--- config.mk ---
export PLATFORM = sky130hd
export DESIGN_NAME = ahb_mtx_arb_rr_burst
export DESIGN_NICKNAME = d
export VERILOG_FILES = /design/src/rtl/ahb_mtx_arb_rr_burst_pkg.sv /design/src/rtl/ahb_mtx_arb_rr_burst_pick.sv /design/src/rtl/ahb_mtx_arb_rr_burst.sv
export SDC_FILE = /design/constraint.sdc
export NUM_CORES = 1
export LEC_CHECK = 0
export CAP_MARGIN = 15
export CORE_MARGIN = 4
export CORE_UTILIZATION = 50
export CTS_CLUSTER_DIAMETER = 50
export DETAILED_ROUTE_END_ITERATION = 8
export PLACE_DENSITY_LB_ADDON = 0.25
export SLEW_MARGIN = 15
export SYNTH_ARGS = -nofsm -noshare
export SYNTH_HDL_FRONTEND = slang
export SYNTH_SLANG_ARGS = --single-unit
--- constraint.sdc ---
create_clock -name HCLK -period 4.4 [get_ports HCLK]
set_input_delay 0.66 -clock HCLK [delete_from_list [all_inputs] [get_ports HCLK]]
set_output_delay 0.66 -clock HCLK [all_outputs]
set_load 0.01 [all_outputs]
--- src/rtl/ahb_mtx_arb_rr_burst_pkg.sv ---
// ============================================================================
// Package     : ahb_mtx_arb_pkg
// Description : AHB transfer/burst codes and burst-length helper shared by the
//               matrix output-port arbiter.
// Revision    : 1.0 - initial release
// ============================================================================
`default_nettype none

package ahb_mtx_arb_pkg;

    localparam int BEAT_W = 5;

    typedef enum logic [1:0] {
        HTRANS_IDLE   = 2'b00,
        HTRANS_BUSY   = 2'b01,
        HTRANS_NONSEQ = 2'b10,
        HTRANS_SEQ    = 2'b11
    } htrans_e;

    typedef enum logic [2:0] {
        HBURST_SINGLE = 3'b000,
        HBURST_INCR   = 3'b001,
        HBURST_WRAP4  = 3'b010,
        HBURST_INCR4  = 3'b011,
        HBURST_WRAP8  = 3'b100,
        HBURST_INCR8  = 3'b101,
        HBURST_WRAP16 = 3'b110,
        HBURST_INCR16 = 3'b111
    } hburst_e;

    // Remaining beats after the NONSEQ of a burst; zero for SINGLE and INCR.
    function automatic logic [BEAT_W-1:0] burst_beats(input logic [2:0] hburst);
        case (hburst)
            HBURST_WRAP4,  HBURST_INCR4:  return 5'd3;
            HBURST_WRAP8,  HBURST_INCR8:  return 5'd7;
            HBURST_WRAP16, HBURST_INCR16: return 5'd15;
            default:                      return 5'd0;
        endcase
    endfunction

endpackage

`default_nettype wire

--- src/rtl/ahb_mtx_arb_rr_burst_pick.sv ---
// ============================================================================
// Module      : ahb_mtx_rr_pick
// Description : Combinational rotating-priority picker; the first requester at
//               or after i_ptr (modulo NUM_PORTS) wins.
// Revision    : 1.0 - initial release
// ============================================================================
`default_nettype none

module ahb_mtx_rr_pick #(
    parameter int NUM_PORTS = 4,
    parameter int IDX_W     = 3
) (
    input  logic [NUM_PORTS-1:0] i_req,
    input  logic [IDX_W-1:0]     i_ptr,
    output logic [IDX_W-1:0]     o_idx,
    output logic                 o_any
);

    // Offsets are walked from farthest to nearest so the nearest requester
    // is the last assignment and therefore wins.
    always_comb begin
        o_idx = '0;
        o_any = |i_req;
        for (int k = NUM_PORTS - 1; k >= 0; k--) begin
            for (int i = 0; i < NUM_PORTS; i++) begin
                if (i_req[i] && (i_ptr == IDX_W'((i + NUM_PORTS - k) % NUM_PORTS))) begin
                    o_idx = IDX_W'(i);
                end
            end
        end
    end

endmodule

`default_nettype wire

--- src/rtl/ahb_mtx_arb_rr_burst.sv ---
// ============================================================================
// Module      : ahb_mtx_arb_rr_burst
// Description : Round-robin output-stage arbiter for one AHB matrix slave port,
//               holding the grant across locked sequences and bursts.
//               Optional macro AHBMTX_ARB_MAX_HOLD_EN caps INCR burst hold.
// Revision    : 1.0 - initial release
// ============================================================================
`default_nettype none

module ahb_mtx_arb_rr_burst
    import ahb_mtx_arb_pkg::*;
#(
    parameter int NUM_PORTS = 4,
    parameter int IDX_W     = 3,
    parameter int MAX_HOLD  = 16
) (
    input  logic                 HCLK,
    input  logic                 HRESETn,
    input  logic [NUM_PORTS-1:0] req_port,
    input  logic                 HREADYM,
    input  logic                 HSELM,
    input  logic [1:0]           HTRANSM,
    input  logic [2:0]           HBURSTM,
    input  logic                 HMASTLOCKM,
    output logic [IDX_W-1:0]     addr_in_port,
    output logic                 no_port,
    output logic                 burst_hold
);

    generate
        if ((2 ** IDX_W < NUM_PORTS) || (NUM_PORTS < 2) || (MAX_HOLD < 1)) begin : g_bad_cfg
            $error("ahb_mtx_arb_rr_burst: illegal parameter combination");
        end
    endgenerate

    logic [IDX_W-1:0]  r_addr;
    logic              r_no_port;
    logic              r_burst_hold;
    logic [IDX_W-1:0]  r_rr_ptr;
    logic [BEAT_W-1:0] r_beat_cnt;

    logic              w_is_idle;
    logic              w_is_busy;
    logic              w_is_nonseq;
    logic              w_is_seq;
    logic              w_is_incr;
    logic              w_acc;
    logic [BEAT_W-1:0] w_len;
    logic              w_fixed;
    logic              w_hold_fixed;
    logic              w_incr_term;
    logic              w_hold_incr;
    logic              w_hold;
    logic [IDX_W-1:0]  w_pick;
    logic              w_any_req;
    logic              w_regrant;
    logic [IDX_W-1:0]  w_ptr_nxt;

    assign w_is_idle   = (HTRANSM == HTRANS_IDLE);
    assign w_is_busy   = (HTRANSM == HTRANS_BUSY);
    assign w_is_nonseq = (HTRANSM == HTRANS_NONSEQ);
    assign w_is_seq    = (HTRANSM == HTRANS_SEQ);
    assign w_is_incr   = (HBURSTM == HBURST_INCR);
    assign w_acc       = HREADYM & HSELM & HTRANSM[1];
    assign w_len       = burst_beats(HBURSTM);
    assign w_fixed     = (w_len != '0);

    // Fixed bursts hold until the final beat is accepted; BUSY in the middle
    // of a fixed burst must not let the grant slip.
    assign w_hold_fixed = (w_acc & w_is_nonseq & w_fixed)
                        | (w_acc & w_is_seq & (r_beat_cnt > 5'd1))
                        | (HSELM & w_is_busy & w_fixed);

    assign w_incr_term = HSELM & w_is_incr & (w_is_busy | w_is_seq);

    assign w_hold    = HMASTLOCKM | w_hold_fixed | w_hold_incr;
    assign w_regrant = ~w_hold & w_any_req;
    assign w_ptr_nxt = (w_pick == IDX_W'(NUM_PORTS - 1)) ? '0 : w_pick + IDX_W'(1);

    ahb_mtx_rr_pick #(
        .NUM_PORTS (NUM_PORTS),
        .IDX_W     (IDX_W)
    ) u_pick (
        .i_req (req_port),
        .i_ptr (r_rr_ptr),
        .o_idx (w_pick),
        .o_any (w_any_req)
    );

`ifdef AHBMTX_ARB_MAX_HOLD_EN
    localparam int c_HCNT_W = $clog2(MAX_HOLD) + 1;

    logic [c_HCNT_W-1:0] r_hold_cnt;
    logic                w_other_req;
    logic                w_cap_hit;

    always_comb begin
        w_other_req = 1'b0;
        for (int i = 0; i < NUM_PORTS; i++) begin
            if (req_port[i] && (r_addr != IDX_W'(i))) begin
                w_other_req = 1'b1;
            end
        end
    end

    // Once the INCR burst has used its beat budget, a waiting port forces
    // rearbitration; a locked sequence still keeps the grant.
    assign w_cap_hit   = (r_hold_cnt >= c_HCNT_W'(MAX_HOLD)) & w_other_req;
    assign w_hold_incr = w_incr_term & ~w_cap_hit;

    always_ff @(posedge HCLK or negedge HRESETn) begin
        if (!HRESETn) begin
            r_hold_cnt <= '0;
        end else if (HREADYM) begin
            if (w_is_idle || (w_acc && w_is_nonseq) || w_regrant) begin
                r_hold_cnt <= '0;
            end else if (w_acc && w_is_seq && w_is_incr
                         && (r_hold_cnt < c_HCNT_W'(MAX_HOLD))) begin
                r_hold_cnt <= r_hold_cnt + c_HCNT_W'(1);
            end
        end
    end
`else
    assign w_hold_incr = w_incr_term;
`endif

    always_ff @(posedge HCLK or negedge HRESETn) begin
        if (!HRESETn) begin
            r_beat_cnt <= '0;
        end else if (HREADYM) begin
            if (w_acc && w_is_nonseq) begin
                r_beat_cnt <= w_len;
            end else if (w_acc && w_is_seq && (r_beat_cnt != '0)) begin
                r_beat_cnt <= r_beat_cnt - 5'd1;
            end else if (w_is_idle) begin
                r_beat_cnt <= '0;
            end
        end
    end

    always_ff @(posedge HCLK or negedge HRESETn) begin
        if (!HRESETn) begin
            r_addr       <= '0;
            r_no_port    <= 1'b1;
            r_burst_hold <= 1'b0;
            r_rr_ptr     <= '0;
        end else if (HREADYM) begin
            if (w_hold) begin
                r_no_port    <= 1'b0;
                r_burst_hold <= 1'b1;
            end else begin
                r_burst_hold <= 1'b0;
                if (w_any_req) begin
                    r_addr    <= w_pick;
                    r_no_port <= 1'b0;
                    r_rr_ptr  <= w_ptr_nxt;
                end else if (HSELM) begin
                    r_no_port <= 1'b0;
                end else begin
                    r_no_port <= 1'b1;
                end
            end
        end
    end

    assign addr_in_port = r_addr;
    assign no_port      = r_no_port;
    assign burst_hold   = r_burst_hold;

endmodule

`default_nettype wire

# After elaboration in Yosys (flattened, before gate mapping)
# Index checks and enable logic that the tools add are counted.
# word_totals
reg_bits	13
inputBits	14
out_inout_bits	5
elab_cells	91
# op_classes
add_sub_neg	2
order_cmp	1
eq_ne	14
muxes	24
bitwise	16
reduce_logical	29
# ops
op	count
$mux W2	14
$logic_and A1 B1 Y1	18
$eq A3 B2 Y1 const B	5
$mux W5	3
$eq A3 B3 Y1 const B	4
$pmux W4 S3	1
$and A1 B1 Y1	10
$reduce_bool A5 Y1	2
$eq A3 B1 Y1 const B	2
$reduce_or A2 Y1	3
$gt A5 B1 Y1 const B	1
$mux W1	5
$or A1 B1 Y1	5
$sub A5 B1 Y5 const B	1
$eq A2 B2 Y1 const B	2
$reduce_or A4 Y1	1
$add A3 B1 Y3 const B	1
$logic_not A3 Y1	1
$mux W3	1
$reduce_and A3 Y1	1
$reduce_bool A3 Y1	1
$eq A2 B1 Y1 const B	1
$logic_not A2 Y1	1
$reduce_and A2 Y1	1
$not A1 Y1	1

# Depth between registers and ports, before layout
# Gate-level depths: netlist of run 1.
# logic_depth
ltp_word	19
mapped_depth	6
mapped_depth_nobuf	6

# By module
# From an unflattened synthesis of run 1, not the netlist that was laid out.
# unflattened
hier_cells	85
area_unflattened_um2	824.5
# by_module_without_submodules
mod	n_inst	cells_each	area_per_inst_um2	seq_area_each_um2
ahb_mtx_arb_rr_burst	1	70	733.2	326.6
ahb_mtx_rr_pick	1	15	91.3	0.0

# Worst setup path after synthesis of run 1
# Ideal clock, no wire load.
# synth_path
path_kind	input to register
startpoint	input HBURSTM[0]
endpoint	register r_addr[0] (netlist: addr_in_port[0])
setup_time_ns	0.121
arrival_ns	1.690
t_required_ns	4.279
slack_ns	2.589
cell_stages	4
path_buffers	0
path_cell_list	nor3_1 -> o32ai_1 -> or4b_4 -> o22a_1
# synth_via
elab_chain_len	11
word_cells_on_any_way	22
cone_classes	eq/ne: 7; mux: 1; bitwise: 9; reduce/logical: 5
# synth_lines
element	line_no	rtl
start, declared	ahb_mtx_arb_rr_burst.sv:23	input logic [2:0] HBURSTM,
$eq A3 B3 Y1 / $eq A3 B2 Y1 (equally long branches)	ahb_mtx_arb_rr_burst_pkg.sv:33	case (hburst)
$reduce_or A2 Y1	ahb_mtx_arb_rr_burst_pkg.sv:33	
$pmux W4 S3	ahb_mtx_arb_rr_burst_pkg.sv:33	
$reduce_bool A5 Y1	ahb_mtx_arb_rr_burst.sv:66	assign w_fixed = (w_len != '0);
$and A1 B1 Y1	ahb_mtx_arb_rr_burst.sv:70	assign w_hold_fixed = (w_acc & w_is_nonseq & w_fixed)
$or A1 B1 Y1	ahb_mtx_arb_rr_burst.sv:71	| (w_acc & w_is_seq & (r_beat_cnt > 5'd1))
$or A1 B1 Y1	ahb_mtx_arb_rr_burst.sv:72	| (HSELM & w_is_busy & w_fixed);
$or A1 B1 Y1	ahb_mtx_arb_rr_burst.sv:76	assign w_hold = HMASTLOCKM | w_hold_fixed | w_hold_incr;
$or A1 B1 Y1 (*)	ahb_mtx_arb_rr_burst.sv:76	
$not A1 Y1 (no line) (*)	-	
$reduce_and A3 Y1 (no line) (*)	-	
end signal, assigned	ahb_mtx_arb_rr_burst.sv:154	r_addr <= w_pick;
end, declared	ahb_mtx_arb_rr_burst.sv:36	logic [IDX_W-1:0] r_addr;
# Mark *: on every way between the ends. The rest lies on a longest branch, timed or not.
# A chain may end at the register's enable or synchronous reset.

# Worst setup path after layout of run 1
# layout_path
startpoint	input HREADYM
endpoint	register r_no_port (netlist: no_port)
# layout_via
elab_chain_len	9
word_cells_on_any_way	11
cone_classes	mux: 1; bitwise: 10
# layout_lines
element	line_no	rtl
start, declared	ahb_mtx_arb_rr_burst.sv:20	input logic HREADYM,
$and A1 B1 Y1 (2 in a row)	ahb_mtx_arb_rr_burst.sv:64	assign w_acc = HREADYM & HSELM & HTRANSM[1];
$and A1 B1 Y1, on equally long branches (2 in a row)	ahb_mtx_arb_rr_burst.sv:70, ahb_mtx_arb_rr_burst.sv:71	
$or A1 B1 Y1	ahb_mtx_arb_rr_burst.sv:71	
$or A1 B1 Y1	ahb_mtx_arb_rr_burst.sv:72	
$or A1 B1 Y1 (2 in a row)	ahb_mtx_arb_rr_burst.sv:76	
$mux W1	ahb_mtx_arb_rr_burst.sv:148	if (w_hold) begin
end signal, assigned	ahb_mtx_arb_rr_burst.sv:149	r_no_port <= 1'b0;
end signal, assigned	ahb_mtx_arb_rr_burst.sv:155	r_no_port <= 1'b0;
end signal, assigned	ahb_mtx_arb_rr_burst.sv:158	r_no_port <= 1'b0;
end, declared	ahb_mtx_arb_rr_burst.sv:37	logic r_no_port;
# Parallel ways exist; a longest one is shown, timed or not.

==> impl_results.md, run 1 <==
* Status: finished clean
* PortBufs at 17
* Synth Register Bits at 11
* Core Region at roughly 1300 um2
* DRT Wirelength at approximately 1600 um
* Die width at 46.20 um
* H-tree Lvls at 1
* Nets at between 100 and 150
* Gp weighted congestion at between 0.8 and 0.9
* Ports at 19
* # setup viols final at 0
* Cell row count at 13
* Postcts setup bufs at 0
* Total of warnings raised by yosys at 0
* Initial core utilization at between 50% and 60%
* CTS buffer count at 3
* R2R Setup Slk at 2570 ps
* GR Util met2 at a little over a quarter
* DRC viols at 0
* Fin Hold WS at 490.5 ps
* Via density at a little under 6
* CP Buf/Inv Count at 1
* Clock transition at path regs at 70 ps
* Static leakage at roughly 0.00041 uW
* DR pass1 iterations at 5
* Synthesized area at ~730 um2
* CP Depth at 5
* Detail Placement HPWL at about 1200 um
* Hold Vio Cnt, Final at 0
* Pwr per Cell Area at around 380 nW/um2
* WP data required at around 4600 ps
* HP Class: register to register
* Synthesis-to-finish area growth at 28.47%
* # Max-Cap Violations at 0
* CP max FO at 8
* Gr ovfl total at 0
* Gr busiest metal: met2
* Wire per inst at roughly 14 um
* Clk buf depth at 2
* Post-synth EDFFs at 0
* Asr flop ratio synth at 100.0%
* CTS Root Cell: clkbuf_4
* Antenna Nets Post-Route at 0
* Clk_lat worst skew at approximately 260 ps
* Actual slew at the worst max-slew pin at 511.3 ps
* Max-slew violations at 0
* Synth Flop Type: dfrtp_1
* Layout cells sized above 1 at under 10%
* Crit path launch: HREADYM
* Initial antenna violation count at 0
* GRT Util Overall at between 10% and 20%
* First-pass GRT wire length at 2573 um
* Cell Area, Placed at ~900 um2
* Cell variety after synth at 33
* CP endpoint kind: register
* Sequential share of the synthesized area at between 30% and 40%
* R2r worst-path depth at 6
* Vias in the first global route at between 600 and 700
* Max_slew headroom at around 66%
* Detailed Route Iter0 Violations at 8
* Die ar. at 2134 um2
* CP max-delay cell: or4b_4
* WS Path Type: input pin to register
* Hold_buf cts at 0
* F_max at 469.0 MHz
* Die Ht at around 46 um
* Crit-path leading delay family: simple AND/OR/NAND/NOR gates
* Crit path to: no_port
* Post-route setup TNS at 0 ps
* RSZ-0062 raised after global routing: false
* Peak VDD IR at about 240 uV
* Met1 global-route usage at a little over a fifth
* GR Layer Usage met3 at under 10%
* CP startpoint kind: input pin
* FF-to-FF End: r_beat_cnt[1]
* Syn Area/Cell at 8.896 um2
* Min Clock Period, post-route at around 2100 ps
* Finished Core Util at between 70% and 80%
* Antenna diode count at 0
* Post-Synthesis Cells at between 80 and 90
* Syn nets at between 90 and 100
* Fin Clk Skew at 3.628 ps
* CP peak stage delay at approximately 560 ps
* CTS tree: yes
* Clock Sinks at 11
* CTS resizes at 0
* Via Count at between 600 and 700
* Worst path cell trace: clkdlybuf4s50_1 > nand4b_1 > o32ai_1 > or4b_4 > o32ai_2
* Final-layout fill cell count at ~110
* Post-route clock period utilization at 48.46%
* Crit path DAT at approximately 2300 ps
* Largest net degree at the start of global routing at 12
* Critical R2R Launch: r_beat_cnt[0]
* Post-route cell area at between 900 and 1000 um2
[worst min-delay path by stage]
stage | from | endpoint | cells past startpoint
2_1_floorplan | HRESETn | addr_in_port[0] | 0
3_3_place_gp | addr_in_port[0] | addr_in_port[0] | 1
3_5_place_dp | no_port | no_port | 2
4_1_cts | no_port | no_port | 2
5_1_grt | addr_in_port[0] | addr_in_port[0] | 1
6_report | burst_hold | burst_hold | 1
[placed cells by master (no fill, tap or decap), drive strengths merged, types with 2 or more instances in the layout]
cell,instances
a21oi,6
o21ai,2
nor2,9
o22ai,4
ha,2
nor3,5
or4,2
inv,10
or2,2
a211o,3
clkdlybuf4s50,17
o31ai,2
o32ai,2
nand2,2
o21a,5
clkbuf,4
dfrtp,10
[metal layers]
layer / part of all wire [%] / up-vias
li1: - / 349
met3: 6.6 / 2
met4: 0.43 / 0
met2: 44 / 17
met5: 0 / -
met1: 49 / 327
[cells in the mapped netlist (2+ instances only)]
cell type / n / area share (%)
o22ai_1: 4 / 3.4
o21ai_0: 2 / 1.4
dfrtp_1: 10 / 34
ha_1: 2 / 3.4
or4_1: 2 / 2.1
or2_2: 2 / 1.7
a21oi_1: 6 / 4.1
o21a_1: 5 / 5.1
nor2_1: 9 / 4.6
o31ai_1: 2 / 2.1
inv_1: 10 / 5.1
nand2_1: 2 / 1.0
nor3_1: 4 / 2.7
a211o_1: 3 / 3.6
[cell families after synthesis]
family	Yosys count	share of synthesized area (%)
fa+ha+maj	2	3.430
compound gates	28	27.79
simple gates	27	21.27
other cells	1	0.5141
mux	2	2.916
buf+inv	11	6.176
flops	11	37.91
[final cells by class]
| cell class | count | area, um2 | share of cell area [%] |
|---|---|---|---|
| multi-input combinational | 60 | 407.9 | 43.52 |
| sequential | 11 | 276.5 | 29.51 |
| timing repair buffer | 17 | 170.2 | 18.16 |
| inverter | 10 | 37.54 | 4.005 |
| clock buffer | 4 | 26.28 | 2.804 |
| tap | 15 | 18.77 | 2.003 |
[power by group]
part	switching (uW)	internal, uW
registers	29.0	127
clock network	34.5	35.0
logic	60.4	72.9
total	124	235
[registers in the layout, indices dropped and copies added (netlist names)]
register      flops
no_port           1
r_beat_cnt        5
addr_in_port      2
burst_hold        1
r_rr_ptr          2
[worst register-to-register path, delay by kind of cell, from the launching register on]
kind            cells  cell delay (ps)
compound gates      2              490
buf+inv             1               70
simple gates        2              490
fa+ha+maj           1              240
flops               1              440
[stage by stage]
step,total power [uW],instances,worst slack (ps)
floorplan,235.4,82,2589
global placement,287.7,113,2016
detailed placement,291.2,113,1994
CTS,363.6,117,2260
global route,388.1,117,2189
finish,358.9,117,2268
(Power assumes the default switching activity.)
==> run 2: changes to the inputs <==
Settings changed: CORE_UTILIZATION 50 to 46.
Clock period 4.4 ns to 2.1 ns, I/O delays scaled along.
==> run 2 against run 1 <==
  * Clock power increased by 120%
  * Power increased by 120%
  * Worst hold slack got worse by 110 ps
  * Critical path depth up 1
  * Design area grew 5.7%
==> impl_results.md, run 2 (synthesized netlist as in run 1, its figures left out) <==
* Status: finished clean
* Critical R2R Launch: r_beat_cnt[0]
* Hold Vio Cnt, Final at 0 (unchanged)
* Post-Place Setup Slack at 62.84 ps (-1931 ps)
* Die Ht at 47.82 um (+3.5%)
* Nets at 126 (+5.9%)
* CTS buffer count at 3 (unchanged)
* Detail Placement HPWL at 1350 um (+12%)
* Postcts setup bufs at 0 (unchanged)
* Clock Sinks at 11 (unchanged)
* Crit path DAT at 2030 ps (-280 ps)
* Ports at 19 (unchanged)
* H-tree Lvls at 1 (unchanged)
* Clk_lat worst skew at 280 ps (+20 ps)
* Most common cell after layout, fill and taps aside: clkdlybuf4s50_1
* Largest Register: r_beat_cnt
* Max reg flops at 5 (unchanged)
* First-pass GRT wire length at 2635 um (+2.4%)
* Hold_buf cts at 0 (unchanged)
* DRT Wirelength at 1752 um (+8.6%)
* CTS tree: yes
* F_max at between 500 and 600 MHz
* Peak VDD IR at 495.3 uV (+100%)
* Via density at 5.648 (-4.9%)
* Vias in the first global route at 648 (+2.2%)
* CTS resizes at 0 (unchanged)
* Detailed Route Iter0 Violations at 14 (+6)
* Die ar. at 2287 um2 (+7.2%)
* Final-layout fill cell count at 130 (+21%)
* RSZ-0062 raised after global routing: false
* PortBufs at 17 (unchanged)
* FF-to-FF End: r_beat_cnt[3]
* Clk buf depth at 2 (unchanged)
* Initial antenna violation count at 0 (unchanged)
* Antenna Nets Post-Route at 0 (unchanged)
* DR pass1 iterations at 4 (-1)
* DR WL met2 at 784 um (+10%)
* Final WS setup at 236.1 ps (-2032 ps)
* Synthesis-to-finish area growth at 35.85%
* Largest net degree at the start of global routing at 12 (unchanged)
* Fin Hold WS at 379.3 ps (-111.3 ps)
* R2r worst-path depth at 6 (unchanged)
* Antenna diode count at 0 (unchanged)
* WL met1 at 826 um (+5.2%)
* Actual slew at the worst max-slew pin at 533.2 ps (+21.95 ps)
* Pwr per Cell Area at 781.9 nW/um2 (+100%)
* Core Region at 1506 um2 (+13%)
* Uppermost layer routed: met4
* Fin Clk Skew at 6.261 ps (+2.633 ps)
* # setup viols final at 0 (unchanged)
* Post-route setup TNS at 0 ps (unchanged)
* Static leakage at 0.0004460 uW (+8.0%)
* Finished Core Util at 65.78% (-4.5 points)
* Clock transition at path regs at 80 ps (about the same)
* Wire per inst at 14.02 um (+1.6%)
* Crit path launch: r_beat_cnt[0]
* GRT Util Overall at 16.76% (+0.33 points)
* DRC viols at 0 (unchanged)
* Most frequent cells in the layout: clkdlybuf4s50_1, inv_1, dfrtp_1
* Max-slew violations at 0 (unchanged)
* Post-route clock period utilization at approximately nine tenths
* Cell row count at 14 (+1)
* R2R Setup Slk at 240 ps (-2330 ps)
* Layout cells sized above 1 at 15.60% (+5.8 points)
* # Max-Cap Violations at 0 (unchanged)
* Max_slew headroom at 64.34% (-1.5 points)
* CP endpoint kind: register
* WS Path Type: register to register
* CP max FO at 7 (-1)
* Min Clock Period, post-route at 1864 ps
* HP Class: input pin to async pin
* Die width at 47.82 um (+3.5%)
* WP data required at 2270 ps (-2310 ps)
* Via Count at 706 (+1.6%)
* CP startpoint kind: register
* Gr ovfl total at 0 (unchanged)
* CTS Root Cell: clkbuf_4
* Initial core utilization at 48.42% (-6.3 points)
* Metal3 WL at 114 um (+6.5%)
* Gp weighted congestion at 0.8181 (+0.41%)
## run 2: cell count changes in the layout (fill, tap and decap cells not counted), sizes merged
| cell | previous run | this run |
|---|---|---|
| buf | 0 | 7 |
## run 2: final cells by class
type	instances	area, um2	area share (%)
multi-input cells	60	407.9	41.16
inverters	10	37.54	3.788
clock buffers	4	26.28	2.652
repair buffers	24	222.7	22.47
flip-flops and latches	11	276.5	27.90
well taps	16	20.02	2.020
## run 2: worst max path at each step
stage,slack [ps],cells past startpoint,to
floorplan,400,6,r_beat_cnt[0]
global placement,90,5,addr_in_port[0]
detailed placement,60,5,no_port
CTS,240,6,r_beat_cnt[3]
global route,170,6,r_beat_cnt[1]
finish,240,6,r_beat_cnt[3]
## run 2: layer usage
metal  GRT usage [%]  vias to the layer above
met4           9.677                        0
met5               0                        -
met2           27.97                       21
li1                -                      359
met3           2.256                        3
met1           20.41                      323
## run 2: metrics by stage
step	power (uW)	instances	instance area (um2)
floorplan	493.2	82	729.5
global placement	608.6	121	964.7
detailed placement	622.3	121	964.7
CTS	774.4	125	991.0
global route	825.4	125	991.0
finish	774.8	125	991.0
## run 2: power breakdown
group          switching (uW)  internal (uW)  total (uW)
sequential               64.9            266         331
clock                    80.2           73.8         154
combinational             129            161         290
## run 2: worst max-delay path, stage by stage (launching register included)
cell and delay [ps]:
dfrtp_1 440, inv_1 70, ha_1 250, nor4b_1 180, o21a_1 190, or2_2 320, a211o_1 310
==> run 3: changes to the inputs <==
Settings changed: ABC_CLOCK_PERIOD_IN_PS from default to 2100, PLACE_DENSITY from default to 0.75, PLACE_DENSITY_LB_ADDON 0.25 to default, SLEW_MARGIN 15 to 10.
==> run 3 against run 2 <==
  * Register-to-register slack improved by 20 ps
  * Count of clock-buffer cells in the layout unchanged
  * Design area decreased by 2.3%
  * Utilization decreased by 1.5 points
  * Highest routed layer is now met3
  * Via count increased by 0.85%
  * Die area unchanged
  * Non-clock buffer count decreased by 3
  * Power decreased by 2.9%
  * Fmax increased by 1.2%
==> impl_results.md, run 3 (synthesized netlist as in run 1, its figures left out) <==
* Pwr per Cell Area at 776.5 nW/um2 (-0.69%)
* Nets at 123 (-2.4%)
* Clock Sinks at 11 (unchanged)
* Final non-filler cell total at 122 (-2.4%)
* DRT Wirelength at 1673 um (-4.5%)
* DRC viols at 0 (unchanged)
* Logic gate share of total power at 38.6% (+1.2 points)
* Peak VDD IR at 569.7 uV (+15%)
* Largest net degree at the start of global routing at 12 (unchanged)
* Area occupied by multi-input gates at 407.9 um2 (unchanged)
* Detail Placement HPWL at 1340 um (-0.70%)
* FF-to-FF End: r_beat_cnt[3]
* CTS tree: yes
* # Max-Cap Violations at 0 (unchanged)
* CTS buffer count at 3 (unchanged)
* RSZ-0062 raised after global routing: false
* Vias in the first global route at 668 (+3.1%)
* GRT Util Overall at 16.47% (-0.28 points)
* R2r worst-path depth at 6 (unchanged)
* Final WS setup at 258.4 ps (+22.35 ps)
* Fin Clk Skew at 5.675 ps (-0.5864 ps)
* Initial core utilization at 48.42% (unchanged)
* Sequential Area at 276.5 um2 (unchanged)
* Die ar. at 2287 um2 (unchanged)
* Via Count at 712 (+0.85%)
* R2R Setup Slk at 260 ps (+20 ps)
* DP Cell Count at 118 (-2.5%)
* Gp weighted congestion at 0.8561 (+4.6%)
* Finished Core Util at 64.29% (-1.5 points)
* Antenna Nets Post-Route at 0 (unchanged)
* CTS resizes at 0 (unchanged)
* CTS Root Cell: clkbuf_4
* Synthesis-to-finish area growth at 32.76%
* Post-route setup TNS at 0 ps (unchanged)
* Final-layout fill cell count at 131 (+0.77%)
* Core Region at 1506 um2 (unchanged)
* Crit path DAT at 1980 ps (-50 ps)
* Static leakage at 0.0004322 uW (-3.1%)
* Most frequent cells in the layout: clkdlybuf4s50_1, inv_1, dfrtp_1
* Clock transition at path regs at 70 ps (about the same)
* Fin Hold WS at 379.4 ps (+0.1000 ps)
* Min Clock Period, post-route at 1842 ps (-22.35 ps)
* CP endpoint kind: register
* Switching Share at 33.71% (-1.7 points)
* NetSw at 253.5 uW (-7.5%)
* Postcts setup bufs at 0 (unchanged)
* Via density at 5.836 (+3.3%)
* Ports at 19 (unchanged)
* DR pass1 iterations at 4 (unchanged)
* Max reg flops at 5 (unchanged)
* Initial antenna violation count at 0 (unchanged)
* First-pass GRT wire length at 2718 um (+3.1%)
* WP data required at 2230 ps (-40 ps)
* Largest Register: r_beat_cnt
* Gr ovfl total at 0 (unchanged)
* Post-route clock period utilization at 87.69% (-1.1 points)
* WS Path Type: register to register
* Hold Vio Cnt, Final at 0 (unchanged)
* CP max FO at 7 (unchanged)
* Most common cell after layout, fill and taps aside: clkdlybuf4s50_1
* # setup viols final at 0 (unchanged)
* H-tree Lvls at 1 (unchanged)
* Hold_buf cts at 0 (unchanged)
* F_max at 543.0 MHz (+1.2%)
* Pint at 498.5 uW (-0.43%)
* Cell row count at 14 (unchanged)
* CP startpoint kind: register
* HP Class: input pin to async pin
* Die Ht at 47.82 um (unchanged)
* Status: finished clean
* Max-slew violations at 0 (unchanged)
* Detailed Route Iter0 Violations at 19 (+5)
* Clk pwr share at 17.7% (-2.2 points)
* Layout cells sized above 1 at 13.21% (-2.4 points)
* Critical R2R Launch: r_beat_cnt[0]
* Antenna diode count at 0 (unchanged)
* Clk_lat worst skew at 250 ps (-30 ps)
* PortBufs at 17 (unchanged)
* Post-Place Setup Slack at 63.84 ps (+1.001 ps)
* Wire per inst at 13.71 um (-2.2%)
* Clk buf depth at 2 (unchanged)
* Die width at 47.82 um (unchanged)
* Reg power frac at 43.7% (+1.0 points)
[run 3: power groups by stage]
| stage | Clock (uW) | Combinational, uW | Sequential (uW) |
|---|---|---|---|
| floorplan | 0 | 166 | 327 |
| global placement | 0 | 284 | 327 |
| detailed placement | 0 | 293 | 330 |
| CTS | 136 | 295 | 328 |
| global route | 147 | 330 | 337 |
| finish | 133 | 290 | 328 |
[run 3: worst max-delay path: stages, from the launching register on]
cell	delay, ps
dfrtp_1	450
inv_1	70
ha_1	240
nor4b_1	170
o21a_1	180
or2_2	310
a211o_1	300
[run 3: per-stage QoR]
step	power, uW	instance area, um2
6_report	752.0	968.4
5_1_grt	814.2	968.4
4_1_cts	758.7	968.4
3_5_place_dp	622.8	942.2
3_3_place_gp	611.0	942.2
2_1_floorplan	493.2	729.5
[run 3: worst max path at each step]
stage	cells after the start	startpoint	slack, ps	endpoint
global route	6	r_beat_cnt[0]	170	r_beat_cnt[0]
global placement	5	HTRANSM[0]	90	addr_in_port[0]
CTS	6	r_beat_cnt[0]	260	r_beat_cnt[3]
detailed placement	5	HSELM	60	no_port
finish	6	r_beat_cnt[0]	260	r_beat_cnt[3]
floorplan	6	r_beat_cnt[0]	400	r_beat_cnt[0]
[run 3: cell type report]
class / count / share of cell area [%]
multi-input cells: 60 / 42.12
flip-flops and latches: 11 / 28.55
repair buffers: 21 / 20.67
inverters: 10 / 3.876
clock buffers: 4 / 2.713
well taps: 16 / 2.067
[run 3: metal layers]
layer	routed length [um]	GRT usage (%)	part of all wire, %	up-vias
met5	0	0	0	-
met4	0	1.613	0	0
met3	129	3.759	7.7	0
met2	799	29.02	48	26
met1	744	21.26	44	333
li1	-	-	-	353
